$ cat config.mk
export PLATFORM = sky130hd
export DESIGN_NAME = mem_arbiter
export DESIGN_NICKNAME = d
export VERILOG_FILES = /design/src/rtl/mem_pkg.sv /design/src/rtl/rr_picker.sv /design/src/rtl/mem_arbiter.sv
export SDC_FILE = /design/constraint.sdc
export NUM_CORES = 1
export LEC_CHECK = 0
export CORE_AREA = 2 2 119 121
export CTS_BUF_LIST = sky130_fd_sc_hd__clkbuf_16
export DETAILED_ROUTE_END_ITERATION = 7
export DIE_AREA = 0 0 121 123
export GPL_ROUTABILITY_DRIVEN = 0
export PLACE_DENSITY = 0.64
export SLEW_MARGIN = 40
export SYNTH_ARGS = -nofsm -noshare
export SYNTH_HDL_FRONTEND = slang
export SYNTH_SLANG_ARGS = --single-unit
$ cat constraint.sdc
create_clock -name clk_i -period 4.4 [get_ports clk_i]
set_clock_uncertainty 0.05 [all_clocks]
set_input_delay 0.88 -clock clk_i [delete_from_list [all_inputs] [get_ports clk_i]]
set_output_delay 0.88 -clock clk_i [all_outputs]
set_load 0.03 [all_outputs]
$ cat src/rtl/mem_pkg.sv
// rtl/mem_pkg.sv - shared types and constants for the data-memory arbiter
package mem_pkg;

  localparam int NUM_PORTS      = 2;
  localparam int CTRL_WIDTH     = 3;
  localparam int MEM_ADDR_WIDTH = 32;
  localparam int MEM_DATA_WIDTH = 32;

  // Access size/sign codes, shared with the data controller.
  localparam logic [CTRL_WIDTH-1:0] CTRL_BYTE   = 3'b000;
  localparam logic [CTRL_WIDTH-1:0] CTRL_HALF   = 3'b001;
  localparam logic [CTRL_WIDTH-1:0] CTRL_WORD   = 3'b010;
  localparam logic [CTRL_WIDTH-1:0] CTRL_BYTE_U = 3'b100;
  localparam logic [CTRL_WIDTH-1:0] CTRL_HALF_U = 3'b101;

  typedef struct packed {
    logic [MEM_ADDR_WIDTH-1:0] addr;
    logic [MEM_DATA_WIDTH-1:0] wdata;
    logic [CTRL_WIDTH-1:0]     ctrl;
    logic                      we;
  } mem_req_t;

  // Response slot occupancy.
  typedef enum logic {
    ST_EMPTY = 1'b0,
    ST_FULL  = 1'b1
  } slot_state_t;

endpackage

$ cat src/rtl/rr_picker.sv
// rtl/rr_picker.sv - two-input round-robin / fixed-priority grant selection
//
// Ports:
//   valid      - request present, one bit per port
//   last_grant - index of the port granted most recently
//   grant      - one-hot grant (all zero when nothing is valid)
module rr_picker
  import mem_pkg::*;
#(
  parameter bit FIXED_PRIORITY = 1'b0
) (
  input  logic [NUM_PORTS-1:0] valid,
  input  logic                 last_grant,
  output logic [NUM_PORTS-1:0] grant
);

  always_comb begin
    grant = '0;
    if (FIXED_PRIORITY) begin
      if (valid[0])      grant = 2'b01;
      else if (valid[1]) grant = 2'b10;
    end else begin
      // Contention goes to the port that did not win last time.
      if (&valid) grant = last_grant ? 2'b01 : 2'b10;
      else        grant = valid;
    end
  end

endmodule

$ cat src/rtl/mem_arbiter.sv
// rtl/mem_arbiter.sv - two-port arbiter in front of the data memory unit
//
// Ports:
//   clk_i, rst_i              - clock, synchronous active-high reset
//   req_valid_i/req_ready_o   - per-port request handshake (ready = grant)
//   req_addr_i/wdata/ctrl/we  - per-port request payload
//   rsp_valid_o/rsp_ready_i   - per-port response handshake
//   rsp_rdata_o               - per-port load data (0 for store acks)
//   mem_*_o                   - granted payload towards the memory unit
//   mem_readData_i            - combinational read data from the memory unit
module mem_arbiter
  import mem_pkg::*;
#(
  parameter int DATA_WIDTH     = 32,
  parameter int ADDRESS_WIDTH  = 32,
  parameter bit FIXED_PRIORITY = 1'b0
) (
  input  logic                                    clk_i,
  input  logic                                    rst_i,
  input  logic [NUM_PORTS-1:0]                    req_valid_i,
  output logic [NUM_PORTS-1:0]                    req_ready_o,
  input  logic [NUM_PORTS-1:0][ADDRESS_WIDTH-1:0] req_addr_i,
  input  logic [NUM_PORTS-1:0][DATA_WIDTH-1:0]    req_wdata_i,
  input  logic [NUM_PORTS-1:0][CTRL_WIDTH-1:0]    req_ctrl_i,
  input  logic [NUM_PORTS-1:0]                    req_we_i,
  output logic [NUM_PORTS-1:0]                    rsp_valid_o,
  input  logic [NUM_PORTS-1:0]                    rsp_ready_i,
  output logic [NUM_PORTS-1:0][DATA_WIDTH-1:0]    rsp_rdata_o,
  output logic [ADDRESS_WIDTH-1:0]                mem_address_o,
  output logic [DATA_WIDTH-1:0]                   mem_writeData_o,
  output logic [CTRL_WIDTH-1:0]                   mem_dataMemControl_o,
  output logic                                    mem_writeEnable_o,
  input  logic [DATA_WIDTH-1:0]                   mem_readData_i
);

  slot_state_t           state_q, state_d;
  logic                  owner_q;
  logic                  last_grant_q;
  logic [DATA_WIDTH-1:0] slot_data_q;

  logic                  slot_valid;
  logic                  drain;
  logic                  slot_free;
  logic [NUM_PORTS-1:0]  pick;
  logic                  any_grant;
  logic                  gnt_idx;

  assign slot_valid = (state_q == ST_FULL);
  assign drain      = slot_valid && rsp_ready_i[owner_q];
  // A draining slot can be refilled in the same cycle, giving 1 txn/cycle.
  assign slot_free  = !slot_valid || drain;

  rr_picker #(
    .FIXED_PRIORITY(FIXED_PRIORITY)
  ) u_picker (
    .valid     (req_valid_i),
    .last_grant(last_grant_q),
    .grant     (pick)
  );

  // Gating on rst_i keeps any store from reaching memory during reset.
  assign req_ready_o = (slot_free && !rst_i) ? pick : '0;
  assign any_grant   = |req_ready_o;
  assign gnt_idx     = req_ready_o[1];

  always_comb begin
    mem_address_o        = '0;
    mem_writeData_o      = '0;
    mem_dataMemControl_o = '0;
    mem_writeEnable_o    = 1'b0;
    if (any_grant) begin
      mem_address_o        = req_addr_i[gnt_idx];
      mem_writeData_o      = req_wdata_i[gnt_idx];
      mem_dataMemControl_o = req_ctrl_i[gnt_idx];
      mem_writeEnable_o    = req_we_i[gnt_idx];
    end
  end

  always_comb begin
    state_d = state_q;
    case (state_q)
      ST_EMPTY: if (any_grant) state_d = ST_FULL;
      ST_FULL:  if (!any_grant && drain) state_d = ST_EMPTY;
      default:  state_d = ST_EMPTY;
    endcase
  end

  always_ff @(posedge clk_i) begin
    if (rst_i) state_q <= ST_EMPTY;
    else       state_q <= state_d;
  end

  always_ff @(posedge clk_i) begin
    if (rst_i) begin
      owner_q      <= 1'b0;
      last_grant_q <= 1'b1;
      slot_data_q  <= '0;
    end else if (any_grant) begin
      owner_q      <= gnt_idx;
      last_grant_q <= gnt_idx;
      slot_data_q  <= req_we_i[gnt_idx] ? '0 : mem_readData_i;
    end
  end

  always_comb begin
    rsp_valid_o          = '0;
    rsp_rdata_o          = '0;
    rsp_valid_o[owner_q] = slot_valid;
    rsp_rdata_o[owner_q] = slot_data_q;
  end

endmodule

==> impl_metrics.py, run 1 <==
metrics = {
    "status": {
        "status": "finished, final reports clean",
    },
    "synth": {
        "ys.flop_type": "dfxtp_1",
        "synth.avg_cell_area_um2": 6.59,
        "ys_warn_count": 0,
        "synth_cell_types": 30,
        "syn_area_mm2": 0.00311,
        "synth.area.top_cells": "nand2_1, dfxtp_1, o32ai_2, a21oi_1, and2_1",
        "synth_nets": 645,
        "synth_top_area_share_pct": 24.3,
        "synth_common_cells": "nand2_1, a21oi_1, dfxtp_1",
        "synth_edf_count": 0,
        "synth-seq-area-share_pct": 22.6,
        "synth_cells": 471,
        "synth_most_common_cell": "nand2_1",
        "yosys.area.top_type": "nand2_1",
        "ys_ff_latch": 35,
        "synthArstFlopShare_pct": 0,
    },
    "floorplanning": {
        "dieArea_mm2": 0.0149,
        "fp-row-count": 43,
        "die_w_um": 121,
        "initial_utilization_pct": 22.8,
        "io_pins": 310,
        "chipHeight_um": 123,
        "core-area_mm2": 0.0136,
    },
    "setup_path": {
        "crit_required_ns": 3.47,
        "path_max_fanout": 53,
        "crit_path_end_kind": "primary output",
        "critPathKind": "input pin to primary output",
        "r2r_slack_ns": 2.42,
        "cp.arrival_ns": 2.69,
        "start_kind": "input pin",
    },
    "final_layout": {
        "drive_above_1_share_pct": 16.5,
        "n_fill_cell": 1282,
        "nets": 925,
        "final_area_mm2": 0.00643,
        "fin_cells": 932,
        "diodes": 0,
        "syn_to_final_growth_pct": 107,
    },
    "placement": {
        "post_dp_cell_area_mm2": 0.00626,
        "dp_hpwl_um": 11100,
        "portBuffers": 309,
        "placed_cells": 924,
    },
    "sta": {
        "finalSetupTns_ns": 0,
        "hold_ws_ns": 0.438,
        "fin_crit_sh_pct": 82.3,
        "rsz0062_at_grt": "false",
        "slew_viol_final": 0,
        "finalSetupViolations": 0,
        "fmaxAchievable_mhz": 276,
        "final_hold_viol_count": 0,
        "worst_pin_slew_ns": 0.547,
        "final.min_clock_period_ns": 3.62,
        "slew_headroom_pct": 63.5,
    },
    "grt": {
        "grt_usage_pct": 17.7,
        "grt_max_degree": 71,
        "antenna_found_initial": 0,
        "grt_first_pass_wirelength_um": 21200,
        "grt_pass1_vias": 4064,
        "grt-ovfl-total": 0,
    },
    "route": {
        "viasPerCell": 4.56,
        "vias": 4254,
        "wire_per_inst_um": 15.6,
        "totalWireLength_um": 14500,
        "first_pass_iters": 4,
        "initialDrtViolationCount": 203,
        "postRouteAntennaNets": 0,
        "drcViolationCount": 0,
    },
    "job": {
        "cap_violations": 0,
    },
    "clock_tree": {
        "clkSinkCount": 35,
        "cts_tree": "built",
        "path_clk_slew_ns": 0.06,
        "clk_latency_ns": 0.27,
        "numCtsBuffers": 5,
        "root_buffer": "clkbuf_16",
        "ctsLongestPathBuffers": 2,
        "ctsResizeCount": 0,
        "post_cts_buffers": 0,
        "cts_hold_buf": 0,
        "htree_levels": 2,
    },
    "min_path": {
        "hold_class": "flip-flop to flip-flop",
    },
    "power": {
        "pwr_density_cell_mw_per_mm2": 225,
        "p_leak_uw": 0.00260,
        "peakVddDrop_uv": 129,
    },
}
## routing by layer
metal	global-route usage (%)	routed length (um)
met2	31.5	7230
met3	5.21	1300
met1	20.6	5710
met5	0	0
met4	5.01	295
## cell usage in the layout (no fill, tap or decap), drive strengths merged
master,Yosys,final
inv,3,3
nor3,2,2
clkbuf,24,5
o21a,1,1
bufinv,0,1
nand2,201,201
nor2b,33,33
clkinv,1,3
o32ai,32,32
o21ai,2,2
a221o,1,1
buf,21,77
a21oi,70,70
clkdlybuf4s50,0,241
o221ai,1,1
and2,34,34
nor2,2,2
nand2b,1,1
a21bo,1,1
o211ai,1,1
a21boi,2,2
or2,1,1
mux2i,1,1
dfxtp,35,35
mux2,1,1
## worst max-delay path, stage by stage
cell and delay [ns]:
clkdlybuf4s50_1 0.45, mux2_2 0.34, o211ai_4 0.17, buf_4 0.47
a21oi_1 0.16, buf_12 0.18
## registers in the layout, indices dropped and copies added, names as in the netlist
register and cells:
slot_valid 1, slot_data_q 32, last_grant_q 1, owner_q 1
## worst paths after layout
kind | cells after the start | end | startpoint
worst max-delay path | 6 | mem_writeData_o[10] | rsp_ready_i[1]
worst min-delay path | 2 | slot_data_q[28]$_SDFFE_PP0P_ | slot_data_q[28]$_SDFFE_PP0P_
worst max register to register | 5 | slot_data_q[28]$_SDFFE_PP0P_ | owner_q$_SDFFE_PP0P_
worst min register to register | 2 | slot_data_q[28]$_SDFFE_PP0P_ | slot_data_q[28]$_SDFFE_PP0P_
## kinds of logic after synthesis
logic type | count (synthesis) | share of synthesized area (%)
and+or+nand+nor | 274 | 39.0
AOI/OAI and AO/OA | 111 | 30.2
buffers and inverters | 49 | 7.57
DFF | 35 | 22.6
muxes | 2 | 0.685
## per-stage QoR
stage	setup slack [ns]	total power [uW]	util [%]
after floorplan	1.30	716	-
after global placement	0.814	1040	45.9
after detailed placement	0.788	1050	46.0
after CTS	0.778	1460	47.2
after global routing	0.652	1520	47.2
final	0.779	1450	47.2
## power by group
| part | switching (uW) | internal [uW] | total (uW) |
|---|---|---|---|
| logic | 357 | 328 | 686 |
| registers | 17.5 | 340 | 358 |
| clock network | 135 | 267 | 402 |
| total | 510 | 936 | 1450 |
## layout make-up
type                    count  area [um2]  share of cell area (%)
inverters                   4        15.0                   0.233
repair buffers            318        3120                    48.4
clock inverters             3        43.8                   0.681
multi-input cells         387        2200                    34.3
clock buffers               5         125                    1.95
flip-flops and latches     35         702                    10.9
well taps                 180         225                    3.50
No activity file was read; power rests on OpenSTA's default activity.
==> run 2, diff against run 1 <==
--- a/config.mk
+++ b/config.mk
@@ -5,12 +5,12 @@
 export SDC_FILE = /design/constraint.sdc
 export NUM_CORES = 1
 export LEC_CHECK = 0
-export CORE_AREA = 2 2 119 121
+export CORE_AREA = 2 2 121 123
 export CTS_BUF_LIST = sky130_fd_sc_hd__clkbuf_16
 export DETAILED_ROUTE_END_ITERATION = 7
-export DIE_AREA = 0 0 121 123
+export DIE_AREA = 0 0 123 125
 export GPL_ROUTABILITY_DRIVEN = 0
-export PLACE_DENSITY = 0.64
+export PLACE_DENSITY = 0.65
 export SLEW_MARGIN = 40
 export SYNTH_ARGS = -nofsm -noshare
 export SYNTH_HDL_FRONTEND = slang
==> constraint.sdc (replaced) <==
create_clock -name clk_i -period 3.3 [get_ports clk_i]
set_clock_uncertainty 0.05 [all_clocks]
set_input_delay 0.66 -clock clk_i [delete_from_list [all_inputs] [get_ports clk_i]]
set_output_delay 0.66 -clock clk_i [all_outputs]
set_load 0.03 [all_outputs]
==> impl_metrics.py, run 2 (synthesis gave the netlist of run 1 again) <==
metrics = {
    "setup_path": {
        "crit_required_ns": 2.59,
        "start_kind": "input pin",
        "crit_path_end_kind": "primary output",
        "critPathKind": "input pin to primary output",
        "path_max_fanout": 4,
        "r2r_start": "owner_q$_SDFFE_PP0P_",
        "worstRegToRegCells": 5,
        "r2r_slack_ns": 1.46,
        "reg2reg_to": "slot_data_q[29]$_SDFFE_PP0P_",
        "cp.arrival_ns": 2.35,
    },
    "clock_tree": {
        "cts_tree": "built",
        "numCtsBuffers": 5,
        "htree_levels": 2,
        "ctsResizeCount": 0,
        "clk_latency_ns": 0.28,
        "root_buffer": "clkbuf_16",
        "post_cts_buffers": 0,
        "path_clk_slew_ns": 0.06,
        "clkSinkCount": 35,
        "ctsLongestPathBuffers": 2,
        "cts_hold_buf": 0,
    },
    "placement": {
        "portBuffers": 309,
        "dp_hpwl_um": 10400,
    },
    "route": {
        "totalWireLength_um": 13800,
        "drcViolationCount": 0,
        "postRouteAntennaNets": 0,
        "vias": 4086,
        "initialDrtViolationCount": 179,
        "first_pass_iters": 4,
        "viasPerCell": 4.35,
        "wire_per_inst_um": 14.7,
    },
    "final_layout": {
        "diodes": 0,
        "largest_register": "slot_data_q",
        "drive_above_1_share_pct": 16.7,
        "n_fill_cell": 1449,
        "post-route-util_pct": 44.9,
        "syn_to_final_growth_pct": 105,
        "final_common_cell": "clkdlybuf4s50_1",
        "largest_register_ffs": 32,
        "nets": 928,
        "most-common-layout-cells": "clkdlybuf4s50_1, nand2_1, buf_4, a21oi_1",
    },
    "sta": {
        "slew_headroom_pct": 62.2,
        "rsz0062_at_grt": "false",
        "fin_crit_sh_pct": 92.6,
        "worst_pin_slew_ns": 0.568,
        "final.min_clock_period_ns": 3.06,
        "fmaxAchievable_mhz": 327,
        "finalSetupViolations": 0,
        "finalSetupTns_ns": 0,
        "slew_viol_final": 0,
        "final_hold_viol_count": 0,
    },
    "min_path": {
        "hold_class": "flip-flop to flip-flop",
        "hold_path_startpoint": "slot_data_q[28]$_SDFFE_PP0P_",
        "min_delay_worst_endpoint": "slot_data_q[28]$_SDFFE_PP0P_",
        "hold_path_depth": 2,
    },
    "grt": {
        "grt_max_degree": 66,
        "grt_pass1_vias": 3695,
        "grt_first_pass_wirelength_um": 20100,
        "grt-ovfl-total": 0,
        "grt_usage_pct": 16.2,
        "antenna_found_initial": 0,
    },
    "power": {
        "pwr_density_cell_mw_per_mm2": 290,
        "peakVddDrop_uv": 175,
        "p_leak_uw": 0.00259,
    },
    "floorplanning": {
        "io_pins": 310,
        "dieArea_mm2": 0.0154,
        "chipHeight_um": 125,
        "initial_utilization_pct": 21.9,
        "fp-row-count": 44,
        "die_w_um": 123,
        "core-area_mm2": 0.0142,
    },
    "job": {
        "cap_violations": 0,
    },
    "status": {
        "status": "finished, final reports clean",
    },
}
## run 2: final cells by class
type / instances / area, um2 / area share [%]
multi-input cells: 387 / 2200 / 34.6
flip-flops and latches: 35 / 702 / 11.0
repair buffers: 321 / 3080 / 48.3
clock buffers: 5 / 125 / 1.96
well taps: 184 / 230 / 3.61
inverters: 4 / 15.0 / 0.236
clock inverters: 3 / 20.0 / 0.314
## run 2: worst max-delay path: stages
cell and delay, ns:
clkdlybuf4s50_1 0.52, a21bo_2 0.27, nor3_1 0.18, clkdlybuf4s50_1 0.72
## run 2: where the power goes
part           switching (uW)  internal (uW)
logic                     468            434
registers                23.9            454
clock network             193            278
total                     685           1170
## run 2: worst max-delay path by stage
stage	startpoint	end	slack, ns	depth (start not counted)
after floorplan	req_valid_i[1]	mem_dataMemControl_o[0]	0.64	5
after global placement	req_valid_i[1]	req_ready_o[1]	0.26	4
after detailed placement	rsp_ready_i[1]	req_ready_o[0]	0.25	5
after CTS	req_valid_i[1]	req_ready_o[1]	0.24	4
after global routing	req_valid_i[1]	req_ready_o[1]	0.15	4
final	req_valid_i[1]	req_ready_o[1]	0.24	4
## run 2: layer usage
| metal | wire, um | share of wire, % | GRT usage (%) | vias up |
|---|---|---|---|---|
| li1 | - | - | - | 2118 |
| met1 | 5750 | 42 | 19.8 | 1804 |
| met2 | 6730 | 49 | 28.5 | 150 |
| met3 | 1210 | 8.7 | 4.33 | 14 |
| met4 | 157 | 1.1 | 2.74 | 0 |
| met5 | 0 | 0 | 0 | - |
## run 2: stage by stage
step	cell area, um2	setup slack [ns]	cells	power [uW]	hold WS, ns
3_5_place_dp	6230	0.249	931	1390	0.433
2_1_floorplan	3110	0.639	471	955	0.402
5_1_grt	6370	0.148	939	1950	0.460
4_1_cts	6370	0.242	939	1860	0.446
6_report	6370	0.245	939	1850	0.444
3_3_place_gp	6220	0.258	931	1390	0.431
==> run 3, diff against run 2 <==
--- a/config.mk
+++ b/config.mk
@@ -5,13 +5,14 @@
 export SDC_FILE = /design/constraint.sdc
 export NUM_CORES = 1
 export LEC_CHECK = 0
-export CORE_AREA = 2 2 121 123
+export CORE_AREA = 2 2 122 124
 export CTS_BUF_LIST = sky130_fd_sc_hd__clkbuf_16
 export DETAILED_ROUTE_END_ITERATION = 7
-export DIE_AREA = 0 0 123 125
+export DIE_AREA = 0 0 124 126
 export GPL_ROUTABILITY_DRIVEN = 0
-export PLACE_DENSITY = 0.65
+export PLACE_DENSITY = 0.62
 export SLEW_MARGIN = 40
 export SYNTH_ARGS = -nofsm -noshare
 export SYNTH_HDL_FRONTEND = slang
+export SYNTH_HIERARCHICAL = 1
 export SYNTH_SLANG_ARGS = --single-unit
==> impl_metrics.py, run 3 <==
metrics = {
    "power": {
        "combPwrFrac_pct": 47.0,
        "p_clk_share_pct": 27.6,
        "peakVddDrop_uv": 143,
        "switching_share_pct": 34.3,
        "p_int_uw": 1260,
        "seq_power_share_pct": 25.4,
        "p_sw_uw": 659,
        "pwr_density_cell_mw_per_mm2": 314,
        "p_leak_uw": 0.00252,
    },
    "synth": {
        "synth_nets": 572,
        "synth.area.top_cells": "dfxtp_1, a22oi_1, mux2i_1, nor2_1, nor2b_1",
        "synth_most_common_cell": "nor2_1",
        "ys.flop_type": "dfxtp_1",
        "synth_cells": 398,
        "synth_edf_count": 0,
        "synthArstFlopShare_pct": 0,
        "yosys.area.top_type": "dfxtp_1",
        "syn_area_mm2": 0.00286,
        "synth_common_cells": "nor2_1, a22oi_1, dfxtp_1",
        "ys_warn_count": 6,
        "synth_cell_types": 27,
        "synth.avg_cell_area_um2": 7.19,
        "ys_ff_latch": 35,
        "synth_top_area_share_pct": 24.5,
        "synth-seq-area-share_pct": 24.5,
    },
    "status": {
        "status": "finished, final reports clean",
    },
    "grt": {
        "grt-ovfl-total": 0,
        "grt_pass1_vias": 3811,
        "grt_usage_pct": 15.7,
        "grt_first_pass_wirelength_um": 19600,
        "grt_max_degree": 75,
        "antenna_found_initial": 0,
    },
    "job": {
        "cap_violations": 0,
    },
    "setup_path": {
        "start_kind": "input pin",
        "crit_required_ns": 2.59,
        "crit_path_end_kind": "primary output",
        "cp.arrival_ns": 2.36,
        "path_max_fanout": 56,
        "critPathKind": "input pin to primary output",
    },
    "final_layout": {
        "seq_area_um2": 702,
        "nets": 858,
        "diodes": 0,
        "final_common_cell": "clkdlybuf4s50_1",
        "multi_input_area_mm2": 0.00193,
        "largest_register_ffs": 32,
        "most-common-layout-cells": "clkdlybuf4s50_1, buf_4, nor2_1, a22oi_1, dfxtp_1",
        "n_fill_cell": 1416,
        "drive_above_1_share_pct": 14.2,
        "syn_to_final_growth_pct": 114,
        "largest_register": "slot_data_q",
    },
    "route": {
        "met1Wirelength_um": 5210,
        "postRouteAntennaNets": 0,
        "met3_length_um": 1020,
        "wire_per_inst_um": 15.0,
        "totalWireLength_um": 13000,
        "met2WireLength_um": 6670,
        "viasPerCell": 4.59,
        "first_pass_iters": 4,
        "initialDrtViolationCount": 205,
        "top_layer": "met4",
        "drcViolationCount": 0,
        "vias": 3986,
    },
    "floorplanning": {
        "dieArea_mm2": 0.0156,
        "core-area_mm2": 0.0143,
        "chipHeight_um": 126,
        "die_w_um": 124,
        "fp-row-count": 44,
        "io_pins": 310,
        "initial_utilization_pct": 20.0,
    },
    "clock_tree": {
        "path_clk_slew_ns": 0.06,
        "ctsLongestPathBuffers": 2,
        "clkSinkCount": 35,
        "htree_levels": 2,
        "post_cts_buffers": 0,
        "numCtsBuffers": 5,
        "ctsResizeCount": 0,
        "clk_latency_ns": 0.27,
        "root_buffer": "clkbuf_16",
        "cts_hold_buf": 0,
        "cts_tree": "built",
    },
    "sta": {
        "final.min_clock_period_ns": 3.07,
        "fin_crit_sh_pct": 93.0,
        "slew_headroom_pct": 62.9,
        "worst_pin_slew_ns": 0.557,
        "setup_slack_ns": 0.231,
        "finalSetupTns_ns": 0,
        "final_hold_viol_count": 0,
        "rsz0062_at_grt": "false",
        "finalSetupViolations": 0,
        "fmaxAchievable_mhz": 326,
        "slew_viol_final": 0,
    },
    "placement": {
        "dp_slack_ns": 0.228,
        "portBuffers": 309,
        "dp_hpwl_um": 10500,
    },
    "min_path": {
        "hold_class": "flip-flop to flip-flop",
    },
}
==> run 3: cell count changes after synthesis, moves of 3 or more <==
| cell | delta |
|---|---|
| nand3_1 | +32 |
| buf_6 | -3 |
| mux2i_1 | +31 |
| clkbuf_1 | -6 |
| buf_2 | +4 |
| inv_1 | +3 |
| buf_12 | +3 |
| nor2_1 | +70 |
| a21oi_1 | -68 |
| o32ai_2 | -30 |
| a22oi_1 | +67 |
| nand2_1 | -168 |
==> run 3: cell families (layout without fill, tap and decap cells) <==
kind of cell | after synthesis | after routing | synth area share, %
and+or+nand+nor | 204 | 204 | 34.2
AOI/OAI and AO/OA | 78 | 78 | 20.7
buffers and inverters | 48 | 335 | 8.92
DFF | 35 | 35 | 24.5
muxes | 33 | 33 | 11.7
==> run 3: worst max-delay path: stages <==
cell             delay, ns
clkdlybuf4s50_1       0.52
a21boi_1              0.23
nor2b_4               0.21
buf_12                0.24
a22oi_1               0.15
nor2_1                0.13
buf_4                 0.17
==> run 3: final cells by class <==
| type | count | share of cell area [%] |
|---|---|---|
| tap | 184 | 3.76 |
| clock buffer | 5 | 2.05 |
| inverter | 6 | 0.368 |
| multi-input combinational | 315 | 31.6 |
| timing repair buffer | 321 | 50.0 |
| clock inverter | 3 | 0.716 |
| sequential | 35 | 11.5 |
==> run 3: stage by stage <==
step                instances  hold slack (ns)  cell area [um2]  util, %  power (uW)
floorplan                 398            0.392             2860        -         971
global placement          861            0.401             5950     41.5        1390
detailed placement        861            0.412             5950     41.5        1400
CTS                       869            0.419             6120     42.7        1950
global route              869            0.439             6120     42.7        2030
finish                    869            0.416             6120     42.7        1920
==> run 3: final timing paths <==
check | from | endpoint | slack, ns | cells past startpoint
max | req_valid_i[0] | mem_address_o[12] | 0.23 | 7
min | slot_data_q[16]$_SDFFE_PP0P_ | slot_data_q[16]$_SDFFE_PP0P_ | 0.42 | 2
max reg2reg | owner_q$_SDFFE_PP0P_ | slot_data_q[6]$_SDFFE_PP0P_ | 1.37 | 4
min reg2reg | slot_data_q[16]$_SDFFE_PP0P_ | slot_data_q[16]$_SDFFE_PP0P_ | 0.42 | 2
==> run 3: power by group through the flow <==
stage	Sequential, uW	Combinational, uW	Clock (uW)
floorplan	483	489	0
finish	487	903	531
global route	493	964	570
global placement	495	897	0
CTS	488	911	549
detailed placement	497	907	0
==> run 3: layer usage <==
layer	vias to the layer above	track usage, %
li1	1941	-
met1	1862	18.4
met2	175	28.8
met3	8	3.49
met4	0	3.37
met5	-	0
